[config.mk]
export PLATFORM = sky130hd
export DESIGN_NAME = sound_event_sequencer_flat
export DESIGN_NICKNAME = d
export VERILOG_FILES = /design/src/rtl/sound_event_sequencer_if.sv /design/src/rtl/sound_event_sequencer.sv /design/src/flat_wrapper.sv
export SDC_FILE = /design/constraint.sdc
export NUM_CORES = 1
export LEC_CHECK = 0
export CORE_MARGIN = 5
export CORE_UTILIZATION = 44
export DETAILED_ROUTE_END_ITERATION = 16
export PLACE_DENSITY = 0.59
export REMOVE_ABC_BUFFERS = 1
export SLEW_MARGIN = 20
export SYNTH_ARGS = -nofsm -noshare
export SYNTH_HDL_FRONTEND = slang
export SYNTH_SLANG_ARGS = --single-unit
[constraint.sdc]
create_clock -name clk -period 3.99 [get_ports clk]
set_input_delay 0.798 -clock clk [delete_from_list [all_inputs] [get_ports clk]]
set_output_delay 0.798 -clock clk [all_outputs]
set_load 0.005 [all_outputs]
[src/rtl/sound_event_sequencer_if.sv]
// Strobe inputs from game logic and level request lines toward the audio block.
interface sound_event_sequencer_if;
    logic       reqForward;
    logic       reqBackward;
    logic       reqRight;
    logic       reqLeft;
    logic       reqWin;
    logic       reqLose;
    logic       jumpForward;
    logic       jumpBackward;
    logic       jumpRight;
    logic       jumpLeft;
    logic       win;
    logic       lose;
    logic       busy;
    logic [7:0] dropCount;

    // Game side: drives strobes, observes the request lines and status.
    modport master (
        output reqForward, reqBackward, reqRight, reqLeft, reqWin, reqLose,
        input  jumpForward, jumpBackward, jumpRight, jumpLeft, win, lose,
        input  busy, dropCount
    );

    // Sequencer side.
    modport slave (
        input  reqForward, reqBackward, reqRight, reqLeft, reqWin, reqLose,
        output jumpForward, jumpBackward, jumpRight, jumpLeft, win, lose,
        output busy, dropCount
    );
endinterface

[src/rtl/sound_event_sequencer.sv]
// Serialises single-cycle sound strobes into one-at-a-time request pulses,
// each followed by a guard gap so the audio block plays every queued sound.
// Win/lose flush pending jumps and cut short a jump's guard gap.
module sound_event_sequencer #(
    parameter int HOLD_CYCLES  = 12_500_000,
    parameter int PULSE_CYCLES = 4,
    parameter int DEPTH        = 4
) (
    input logic               clk,
    input logic               reset,
    sound_event_sequencer_if.slave bus
);
    localparam int MAXC = (HOLD_CYCLES > PULSE_CYCLES) ? HOLD_CYCLES : PULSE_CYCLES;
    localparam int CW   = $clog2(MAXC) + 1;
    localparam int AW   = $clog2(DEPTH);

    localparam logic [1:0] ST_IDLE  = 2'd0;
    localparam logic [1:0] ST_PULSE = 2'd1;
    localparam logic [1:0] ST_GAP   = 2'd2;

    logic [2:0]    mem [DEPTH];
    logic [AW:0]   wr_ptr, rd_ptr, wr_n, rd_n;
    logic [1:0]    state, state_n;
    logic [CW-1:0] cnt, cnt_n;
    logic [2:0]    cur, cur_n;
    logic          abort_pend, abort_n, abort_now;
    logic [5:0]    outs, outs_n;
    logic          busy_q, busy_n;
    logic [7:0]    drop_q, drop_n;

    logic [5:0]    strb;
    logic [2:0]    sel, n_strb, extra;
    logic          is_ctrl, is_jump, jump_ok, jump_drop;
    logic          empty, full, pop;
    logic [2:0]    head;
    logic [8:0]    dsum;

    // Bit index equals the event code, so higher index wins on collisions.
    assign strb = {bus.reqLose, bus.reqWin, bus.reqLeft,
                   bus.reqRight, bus.reqBackward, bus.reqForward};

    // Pick the highest-priority strobe and count the losers.
    always_comb begin
        sel    = '0;
        n_strb = '0;
        for (int i = 0; i < 6; i++) begin
            if (strb[i]) begin
                sel    = 3'(i);
                n_strb = n_strb + 3'd1;
            end
        end
    end

    assign extra   = (n_strb == 3'd0) ? 3'd0 : n_strb - 3'd1;
    assign is_ctrl = (n_strb != 3'd0) && sel[2];
    assign is_jump = (n_strb != 3'd0) && !sel[2];

    assign empty = (wr_ptr == rd_ptr);
    assign full  = (wr_ptr[AW] != rd_ptr[AW]) && (wr_ptr[AW-1:0] == rd_ptr[AW-1:0]);
    assign pop   = (state == ST_IDLE) && !empty;
    assign head  = mem[rd_ptr[AW-1:0]];

    // A pop in the same cycle frees a slot for an incoming jump.
    assign jump_ok   = is_jump && (!full || pop);
    assign jump_drop = is_jump && !jump_ok;

    assign dsum   = 9'(drop_q) + 9'(extra) + 9'(jump_drop);
    assign drop_n = (dsum > 9'd255) ? 8'd255 : dsum[7:0];

    // Win/lose collapses the FIFO to a single entry; the head (if popped
    // this cycle) has already been captured into cur.
    always_comb begin
        wr_n = wr_ptr;
        rd_n = rd_ptr;
        if (is_ctrl) begin
            rd_n = wr_ptr;
            wr_n = wr_ptr + 1'b1;
        end else begin
            rd_n = rd_ptr + (AW+1)'(pop);
            wr_n = wr_ptr + (AW+1)'(jump_ok);
        end
    end

    // Sequencer FSM: IDLE pops and starts a pulse, PULSE times the line,
    // GAP holds silence unless a win/lose pre-empts a jump's gap.
    always_comb begin
        state_n   = state;
        cnt_n     = cnt;
        cur_n     = cur;
        abort_n   = abort_pend;
        outs_n    = outs;
        abort_now = abort_pend || (is_ctrl && !cur[2]);
        case (state)
            ST_IDLE: begin
                if (pop) begin
                    cur_n   = head;
                    outs_n  = 6'b000001 << head;
                    cnt_n   = CW'(PULSE_CYCLES - 1);
                    state_n = ST_PULSE;
                    abort_n = is_ctrl && !head[2];
                end
            end
            ST_PULSE: begin
                if (cnt == '0) begin
                    outs_n  = '0;
                    abort_n = 1'b0;
                    if (abort_now) begin
                        state_n = ST_IDLE;
                    end else begin
                        state_n = ST_GAP;
                        cnt_n   = CW'(HOLD_CYCLES - 1);
                    end
                end else begin
                    cnt_n   = cnt - 1'b1;
                    abort_n = abort_now;
                end
            end
            ST_GAP: begin
                if ((is_ctrl && !cur[2]) || cnt == '0) state_n = ST_IDLE;
                else                                  cnt_n   = cnt - 1'b1;
            end
            default: state_n = ST_IDLE;
        endcase
    end

    assign busy_n = (state_n != ST_IDLE) || (wr_n != rd_n);

    // FIFO storage; contents are don't-care while the pointers say empty.
    always_ff @(posedge clk) begin
        if (is_ctrl || jump_ok) mem[wr_ptr[AW-1:0]] <= sel;
    end

    // Registered state and all outputs.
    always_ff @(posedge clk or posedge reset) begin
        if (reset) begin
            wr_ptr     <= '0;
            rd_ptr     <= '0;
            state      <= ST_IDLE;
            cnt        <= '0;
            cur        <= '0;
            abort_pend <= 1'b0;
            outs       <= '0;
            busy_q     <= 1'b0;
            drop_q     <= '0;
        end else begin
            wr_ptr     <= wr_n;
            rd_ptr     <= rd_n;
            state      <= state_n;
            cnt        <= cnt_n;
            cur        <= cur_n;
            abort_pend <= abort_n;
            outs       <= outs_n;
            busy_q     <= busy_n;
            drop_q     <= drop_n;
        end
    end

    assign bus.jumpForward  = outs[0];
    assign bus.jumpBackward = outs[1];
    assign bus.jumpRight    = outs[2];
    assign bus.jumpLeft     = outs[3];
    assign bus.win          = outs[4];
    assign bus.lose         = outs[5];
    assign bus.busy         = busy_q;
    assign bus.dropCount    = drop_q;
endmodule

[src/flat_wrapper.sv]
// flat-port wrapper written by rule: the top's interface ports become plain ports
module sound_event_sequencer_flat 
#(
    parameter int HOLD_CYCLES  = 12_500_000,
    parameter int PULSE_CYCLES = 4,
    parameter int DEPTH        = 4
)
  (clk, reset, bus_reqForward, bus_reqBackward, bus_reqRight, bus_reqLeft, bus_reqWin, bus_reqLose, bus_jumpForward, bus_jumpBackward, bus_jumpRight, bus_jumpLeft, bus_win, bus_lose, bus_busy, bus_dropCount);
  sound_event_sequencer_if bus_i ();
  input logic clk;
  input logic reset;
  input wire logic [$bits(bus_i.reqForward)-1:0] bus_reqForward;
  input wire logic [$bits(bus_i.reqBackward)-1:0] bus_reqBackward;
  input wire logic [$bits(bus_i.reqRight)-1:0] bus_reqRight;
  input wire logic [$bits(bus_i.reqLeft)-1:0] bus_reqLeft;
  input wire logic [$bits(bus_i.reqWin)-1:0] bus_reqWin;
  input wire logic [$bits(bus_i.reqLose)-1:0] bus_reqLose;
  output wire logic [$bits(bus_i.jumpForward)-1:0] bus_jumpForward;
  output wire logic [$bits(bus_i.jumpBackward)-1:0] bus_jumpBackward;
  output wire logic [$bits(bus_i.jumpRight)-1:0] bus_jumpRight;
  output wire logic [$bits(bus_i.jumpLeft)-1:0] bus_jumpLeft;
  output wire logic [$bits(bus_i.win)-1:0] bus_win;
  output wire logic [$bits(bus_i.lose)-1:0] bus_lose;
  output wire logic [$bits(bus_i.busy)-1:0] bus_busy;
  output wire logic [$bits(bus_i.dropCount)-1:0] bus_dropCount;
  assign bus_i.reqForward = bus_reqForward;
  assign bus_i.reqBackward = bus_reqBackward;
  assign bus_i.reqRight = bus_reqRight;
  assign bus_i.reqLeft = bus_reqLeft;
  assign bus_i.reqWin = bus_reqWin;
  assign bus_i.reqLose = bus_reqLose;
  assign bus_jumpForward = bus_i.jumpForward;
  assign bus_jumpBackward = bus_i.jumpBackward;
  assign bus_jumpRight = bus_i.jumpRight;
  assign bus_jumpLeft = bus_i.jumpLeft;
  assign bus_win = bus_i.win;
  assign bus_lose = bus_i.lose;
  assign bus_busy = bus_i.busy;
  assign bus_dropCount = bus_i.dropCount;
  sound_event_sequencer #(.HOLD_CYCLES(HOLD_CYCLES), .PULSE_CYCLES(PULSE_CYCLES), .DEPTH(DEPTH)) u_core (.clk(clk), .reset(reset), .bus(bus_i));
endmodule
==> metrics.md, run 1 <==
| Metric | Value |
|---|---|
| Setup violators final | `30` |
| Tmin final | `4.40 ns` |
| Clk pwr share | `0.215` |
| Part of the power in registers | `0.328` |
| Quantity of hold-fixing buffers added after cts | `0` |
| GPL Wtd Cong | `0.845` |
| Total power | `2.80 mW` |
| Max Buffers Root-to-Sink | `2` |
| Placed cell count | `546` |
| Fillers | `676` |
| Die width | `102 um` |
| Die area | `10500 um^2` |
| Final worst-path setup slack | `-0.414 ns` |
| Die extent in y | `102 um` |
| Ys async rst share | `0.806` |
| Net switching power figure | `0.984 mW` |
| Drt drc | `0` |
| GR Overflow Total | `0` |
| Initial antenna violation count | `0` |
| Status | `finished, violations left` |
| Vias in the first global route | `3318` |
| Crit share post-route | `1.10` |
| Hpwl dp | `6080 um` |
| Mapped Area | `3760 um^2` |
| Layout cells sized above 1 | `0.344` |
| Switching share of power | `0.352` |
| Vias | `3326` |
| Cts bufs inserted | `9` |
| Core area | `8260 um^2` |
| Nets | `500` |
| Failing checks | `setup timing` |
| Clk sink count | `62` |
| Peak supply drop | `0.358 mV` |
| I/O pin total | `23` |
| Synth Register Bits | `62` |
| Leak Pwr | `2.10 nW` |
| Final wirelength | `9860 um` |
| Layout area overhead | `39.9%` |
| Hold endpoint | `u_core.outs[4]$_DFFE_PP0P_` |
| Max-cap violations | `0` |
| Slew headroom | `0.338` |
| Final Util | `0.637` |
| Final Skew | `0.0147 ns` |
| Clock Latency Late Sink | `0.35 ns` |
| CTS H-tree depth | `3` |
| Max Slew Vio Count | `0` |
| Placed standard-cell area | `4380 um^2` |
| Combinational Power Share | `0.457` |
| R2R Setup Slk | `0.64 ns` |
| Fin area | `5260 um^2` |
| Final Hold Fails | `0` |
| Data required time of the worst path | `4.21 ns` |
| CTS tree | `done` |
| Port Buf Inserts | `22` |
| Post-route ant nets | `0` |
| RSZ-0062 raised after global routing | `yes` |
| Sequential-to-total area share from yosys stat | `0.429` |
| Int Power | `1.81 mW` |
| Ys flop type | `dfrtp_1` |
| CP top delay family | `adder cells` |
| Worst path slowest cell | `or4_1` |
| Setup CP Type | `input port to register` |
| Achievable clock frequency | `227 MHz` |
| Hold WC Path Type | `register to register` |
| First-pass GRT wire length | `15900 um` |
| Slew @ Worst Pin | `0.986 ns` |
| Iter 0 DRT Violations | `126` |
| Reg-to-Reg End | `u_core.bus.busy$_DFF_PP0_` |
| Worst setup EP type | `register` |
| Hold_sp | `u_core.outs[4]$_DFFE_PP0P_` |
| Ant diodes | `0` |
| Post-route setup TNS | `-2.86 ns` |
| Number of synthesis warnings | `0` |
| DR vias/cell | `5.70` |
| Number of distinct library cells after synthesis | `65` |
| Cell chain of the critical path | `buf_8 -> inv_4 -> ha_4 -> xor2_2 -> ha_1 -> mux2_4 -> ha_4 -> mux2_4 -> ha_4 -> nand2_4 -> xor2_4 -> xnor2_2 -> nand2_2 -> nand2_2 -> inv_2 -> ha_4 -> ha_4 -> xor2_2 -> xnor2_2 -> a2111oi_2 -> nor2_1 -> or4_1` |
| Hold path depth | `2` |
| Clock root buffer | `clkbuf_8` |
| Worst slack at placement | `-1.60 ns` |
| Slowest cell delay on critical path | `0.39 ns` |
| Crit Path Max Fanout | `2` |
| FF-to-FF Start | `u_core.wr_ptr[1]$_DFF_PP0_` |
| Mapped Cells | `390` |
| WL/cell | `16.9 um` |
| CP bufs+invs | `3` |
| WP data arrival | `4.62 ns` |
| Startpoint types | `input port` |
| Pwr dens | `532 nW/um^2` |
| Row count | `33` |
| Clock Pin Slew Worst Setup and Hold Paths | `0.07 ns` |
| Largest net degree at the start of global routing | `51` |
| Cell depth of the worst setup path | `22` |
| CP most frequent cell | `ha_4` |
| Initial cell density of the core | `0.455` |
| Syn Area/Cell | `9.64 um^2` |
| Final Non-Filler Cells | `584` |
| Reg2Reg Depth | `13` |
| TritonRoute pass-1 iters | `4` |
| Global-route usage over all layers | `0.195` |
| WHS | `0.485 ns` |
| Post-synth EDFFs | `12` |
[flip-flops by register name (all words and copies together), names as in the netlist]
register	flops
u_core.outs	6
u_core.state	2
u_core.bus.dropCount	8
u_core.wr_ptr	3
u_core.cnt	25
u_core.rd_ptr	3
u_core.cur	1
u_core.mem	12
u_core.abort_pend	1
u_core.bus.busy	1
[cell usage after synthesis, types with 5 or more instances]
cell | count | area (um^2)
xor2_1 | 7 | 61.3
buf_2 | 5 | 25.0
o41ai_1 | 5 | 43.8
o21ai_0 | 11 | 55.1
nand3_1 | 14 | 70.1
ha_1 | 16 | 200
clkbuf_1 | 6 | 22.5
a31oi_1 | 5 | 31.3
o31ai_1 | 18 | 135
inv_1 | 20 | 75.1
o22a_1 | 7 | 61.3
nor2_1 | 37 | 139
dfrtp_1 | 50 | 1250
nor3_1 | 7 | 35.0
or3_1 | 5 | 31.3
xnor2_1 | 10 | 87.6
nor2b_1 | 5 | 31.3
edfxtp_1 | 12 | 360
nand2_1 | 44 | 165
a21oi_1 | 20 | 100
o21ai_1 | 13 | 65.1
[power groups by stage]
stage | sequential, mW | combinational [mW] | clock [mW]
finish | 0.918 | 1.28 | 0.603
global route | 0.935 | 1.39 | 0.638
CTS | 0.895 | 1.17 | 0.611
detailed placement | 0.899 | 0.937 | 0
global placement | 0.893 | 0.912 | 0
floorplan | 0.874 | 0.564 | 0
[kinds of logic after synthesis]
| family | synth area share |
|---|---|
| AND/OR/NAND/NOR | 0.194 |
| AO/OA/AOI/OAI | 0.194 |
| buffers and inverters | 0.0376 |
| XOR/XNOR | 0.0503 |
| flip-flops | 0.429 |
| multiplexers | 0.0310 |
| adder cells (fa/ha/maj) | 0.0639 |
[placed cells by master (no fill, tap or decap), types with 4 or more instances in the layout]
cell              n
buf_4            58
dfrtp_1          50
nor2_1           36
nand2_1          32
clkdlybuf4s50_1  19
a21oi_1          18
inv_1            14
o21ai_1          14
edfxtp_1         12
o31ai_1          10
ha_1             10
clkbuf_8         10
nand3_1           9
nand2_2           9
xnor2_1           8
o21ai_0           8
nor3_1            7
o22a_1            7
ha_4              6
or3_1             5
inv_2             5
o31ai_2           5
a31oi_1           5
xor2_1            4
nand2_4           4
nand3_2           4
mux2_4            4
o22ai_1           4
buf_6             4
[final cells by class]
type / instances / area (um^2) / area share
Clock buffer: 13 / 170 / 0.0324
Clock inverter: 3 / 40.0 / 0.00762
Inverter: 21 / 82.6 / 0.0157
Multi-Input combinational cell: 294 / 2460 / 0.467
Sequential cell: 62 / 1610 / 0.307
Tap cell: 105 / 131 / 0.0250
Timing Repair Buffer: 86 / 764 / 0.145
[worst max path at each step]
| stage | from | end | slack (ns) |
|---|---|---|---|
| floorplan | bus_reqBackward | u_core.bus.busy$_DFF_PP0_ | -1.06 |
| global placement | bus_reqBackward | u_core.bus.busy$_DFF_PP0_ | -1.45 |
| detailed placement | bus_reqForward | u_core.bus.busy$_DFF_PP0_ | -1.60 |
| CTS | bus_reqForward | u_core.bus.busy$_DFF_PP0_ | -0.43 |
| global route | bus_reqForward | u_core.bus.busy$_DFF_PP0_ | -0.54 |
| finish | bus_reqForward | u_core.bus.busy$_DFF_PP0_ | -0.41 |
[per-layer routing]
layer | track usage | vias up | part of all wire
li1 | - | 1595 | -
met4 | 0.0838 | 0 | 0.029
met2 | 0.324 | 81 | 0.49
met1 | 0.251 | 1624 | 0.44
met5 | 0 | - | 0
met3 | 0.0307 | 26 | 0.037
[tightest hold or removal path, stage by stage, from the launching register on]
cell	delay, ns
dfrtp_1	0.35
nand2_1	0.05
o21ai_1	0.06
[timing repair]
action | 4_1_cts | 5_1_grt
gates resized for setup | 62 | 45
setup endpoints to repair | 54 | 45
buffers inserted | 22 | 12
cloned | 0 | 2
hold endpoints to repair | 0 | 0
pin swaps | 23 | 30
(Power assumes the default switching activity.)
==> run 2, diff against run 1 <==
--- a/config.mk
+++ b/config.mk
@@ -5,11 +5,14 @@
 export SDC_FILE = /design/constraint.sdc
 export NUM_CORES = 1
 export LEC_CHECK = 0
+export CAP_MARGIN = 0
 export CORE_MARGIN = 5
 export CORE_UTILIZATION = 44
 export DETAILED_ROUTE_END_ITERATION = 16
+export MAX_ROUTING_LAYER = met4
 export PLACE_DENSITY = 0.59
 export REMOVE_ABC_BUFFERS = 1
+export SKIP_CTS_REPAIR_TIMING = 1
 export SLEW_MARGIN = 20
 export SYNTH_ARGS = -nofsm -noshare
 export SYNTH_HDL_FRONTEND = slang
==> metrics.md, run 2 (synthesis results as in run 1) <==
| Metric | Value |
|---|---|
| Status | `finished, violations left` |
| Failing checks | `setup timing` |
| Setup violators final | `9 (-70%)` |
| Max-cap violations | `0 (unchanged)` |
| WL/cell | `16.3 um (-3.6%)` |
| Worst slack at placement | `-1.60 ns (unchanged)` |
| Data required time of the worst path | `4.21 ns (about the same)` |
| Largest net degree at the start of global routing | `51 (unchanged)` |
| Startpoint types | `input port` |
| Global-route usage over all layers | `0.181 (-0.0141)` |
| RSZ-0062 raised after global routing | `yes` |
| Slew headroom | `0.298 (-0.0398)` |
| Most frequent cells in the layout | `50 x dfrtp_1, 46 x buf_4, 37 x nor2_1` |
| Max Buffers Root-to-Sink | `2 (unchanged)` |
| Peak supply drop | `0.364 mV (+1.6%)` |
| Tmin final | `4.39 ns (-0.0123 ns)` |
| Leading cell type in the layout, fill and taps excluded | `dfrtp_1` |
| Final Non-Filler Cells | `572 (-2.1%)` |
| Layout cells sized above 1 | `0.317 (-0.0276)` |
| First-pass GRT wire length | `14400 um (-9.0%)` |
| Post-route ant nets | `0 (unchanged)` |
| Iter 0 DRT Violations | `142 (+13%)` |
| GR Overflow Total | `0 (unchanged)` |
| Vias | `3229 (-2.9%)` |
| Final Skew | `0.0132 ns (-0.00155 ns)` |
| Initial antenna violation count | `0 (unchanged)` |
| Achievable clock frequency | `228 MHz (+0.28%)` |
| DR vias/cell | `5.65 (-0.88%)` |
| Final worst-path setup slack | `-0.401 ns (+0.0123 ns)` |
| Fin area | `5120 um^2 (-2.6%)` |
| Setup CP Type | `input port to register` |
| Hold WC Path Type | `register to register` |
| Fillers | `700 (+3.6%)` |
| Final Hold Fails | `0 (unchanged)` |
| Vias in the first global route | `3062 (-7.7%)` |
| Cts bufs inserted | `9 (unchanged)` |
| Drt drc | `0 (unchanged)` |
| Placed standard-cell area | `4380 um^2 (unchanged)` |
| Clock Latency Late Sink | `0.35 ns (about the same)` |
| Worst setup EP type | `register` |
| Final wirelength | `9310 um (-5.6%)` |
| Largest Register | `u_core.cnt` |
| Row count | `33 (unchanged)` |
| Max Slew Vio Count | `0 (unchanged)` |
| Clk sink count | `62 (unchanged)` |
| CTS tree | `done` |
| Total power | `2.71 mW (-3.2%)` |
| Die extent in y | `102 um (unchanged)` |
| Slew @ Worst Pin | `1.05 ns (+0.0593 ns)` |
| Crit share post-route | `1.10 (-0.00308)` |
| Pwr dens | `529 nW/um^2 (-0.67%)` |
| WP data arrival | `4.61 ns (about the same)` |
| Layout area overhead | `36.3%` |
| Nets | `488 (-2.4%)` |
| Die area | `10500 um^2 (unchanged)` |
| Leak Pwr | `2.04 nW (-2.9%)` |
| Crit Path Max Fanout | `2 (unchanged)` |
| Core area | `8260 um^2 (unchanged)` |
| Clock root buffer | `clkbuf_8` |
| Die width | `102 um (unchanged)` |
| Placed cell count | `546 (unchanged)` |
| GPL Wtd Cong | `0.858 (+1.6%)` |
| Initial cell density of the core | `0.455 (unchanged)` |
| Hpwl dp | `6080 um (unchanged)` |
| CTS H-tree depth | `3 (unchanged)` |
| I/O pin total | `23 (unchanged)` |
| TritonRoute pass-1 iters | `4 (unchanged)` |
| Ant diodes | `0 (unchanged)` |
| Port Buf Inserts | `22 (unchanged)` |
| Max reg flops | `25 (unchanged)` |
| Clock Pin Slew Worst Setup and Hold Paths | `0.07 ns (about the same)` |
## run 2: layer usage
| metal | GRT usage | share of wire | vias up |
|---|---|---|---|
| met5 | - | 0 | - |
| met3 | 0.0246 | 0.033 | 13 |
| met1 | 0.242 | 0.46 | 1584 |
| met2 | 0.275 | 0.49 | 63 |
| li1 | - | - | 1569 |
| met4 | 0.0767 | 0.016 | 0 |
## run 2: path summary, 6_finish.rpt
| path | from | endpoint | slack (ns) | depth (start not counted) |
|---|---|---|---|---|
| max reg2reg | u_core.cnt[0]$_DFFE_PP0P_ | u_core.cnt[2]$_DFFE_PP0P_ | 0.72 | 13 |
| min reg2reg | u_core.outs[4]$_DFFE_PP0P_ | u_core.outs[4]$_DFFE_PP0P_ | 0.48 | 2 |
| min | u_core.outs[4]$_DFFE_PP0P_ | u_core.outs[4]$_DFFE_PP0P_ | 0.48 | 2 |
| max | bus_reqForward | u_core.bus.busy$_DFF_PP0_ | -0.40 | 22 |
| min in group asynchronous | reset | u_core.cnt[15]$_DFFE_PP0P_ | 0.92 | 2 |
| max in group asynchronous | reset | u_core.cnt[10]$_DFFE_PP0P_ | 2.52 | 2 |
## run 2: stage by stage
step	utilization	hold slack (ns)	TNS [ns]
2_1_floorplan	-	0.452	-10.69
3_3_place_gp	0.530	0.461	-43.82
3_5_place_dp	0.530	0.470	-48.47
4_1_cts	0.555	0.490	-28.08
5_1_grt	0.620	0.510	-3.22
6_report	0.620	0.485	-1.69
## run 2: area by class of cell
type                       instances  area (um^2)  area share
multi-input combinational        294         2430       0.474
sequential                        62         1610       0.315
timing repair buffer              74          659       0.129
clock buffer                      13          170      0.0332
tap                              105          131      0.0257
inverter                          21         82.6      0.0161
clock inverter                     3         40.0     0.00782
## run 2: critical path, cell delays in order
cell and delay, ns:
buf_8 0.10, inv_4 0.05, ha_4 0.20, xor2_2 0.18
ha_1 0.31, mux2_4 0.29, ha_4 0.24, mux2_4 0.28
ha_4 0.17, nand2_4 0.08, xor2_4 0.18, xnor2_2 0.15
nand2_1 0.10, nand2_1 0.12, inv_2 0.07, ha_4 0.16
ha_4 0.16, xor2_2 0.18, xnor2_1 0.15, a2111oi_2 0.22
nor2_1 0.06, or4_1 0.39
## run 2: report_power, final
part           leakage, nW  total, mW  switching (mW)  internal [mW]
logic                 1.24       1.20           0.548          0.655
registers            0.691      0.909           0.135          0.773
clock network        0.109      0.596           0.253          0.342
total                 2.04       2.71           0.937           1.77
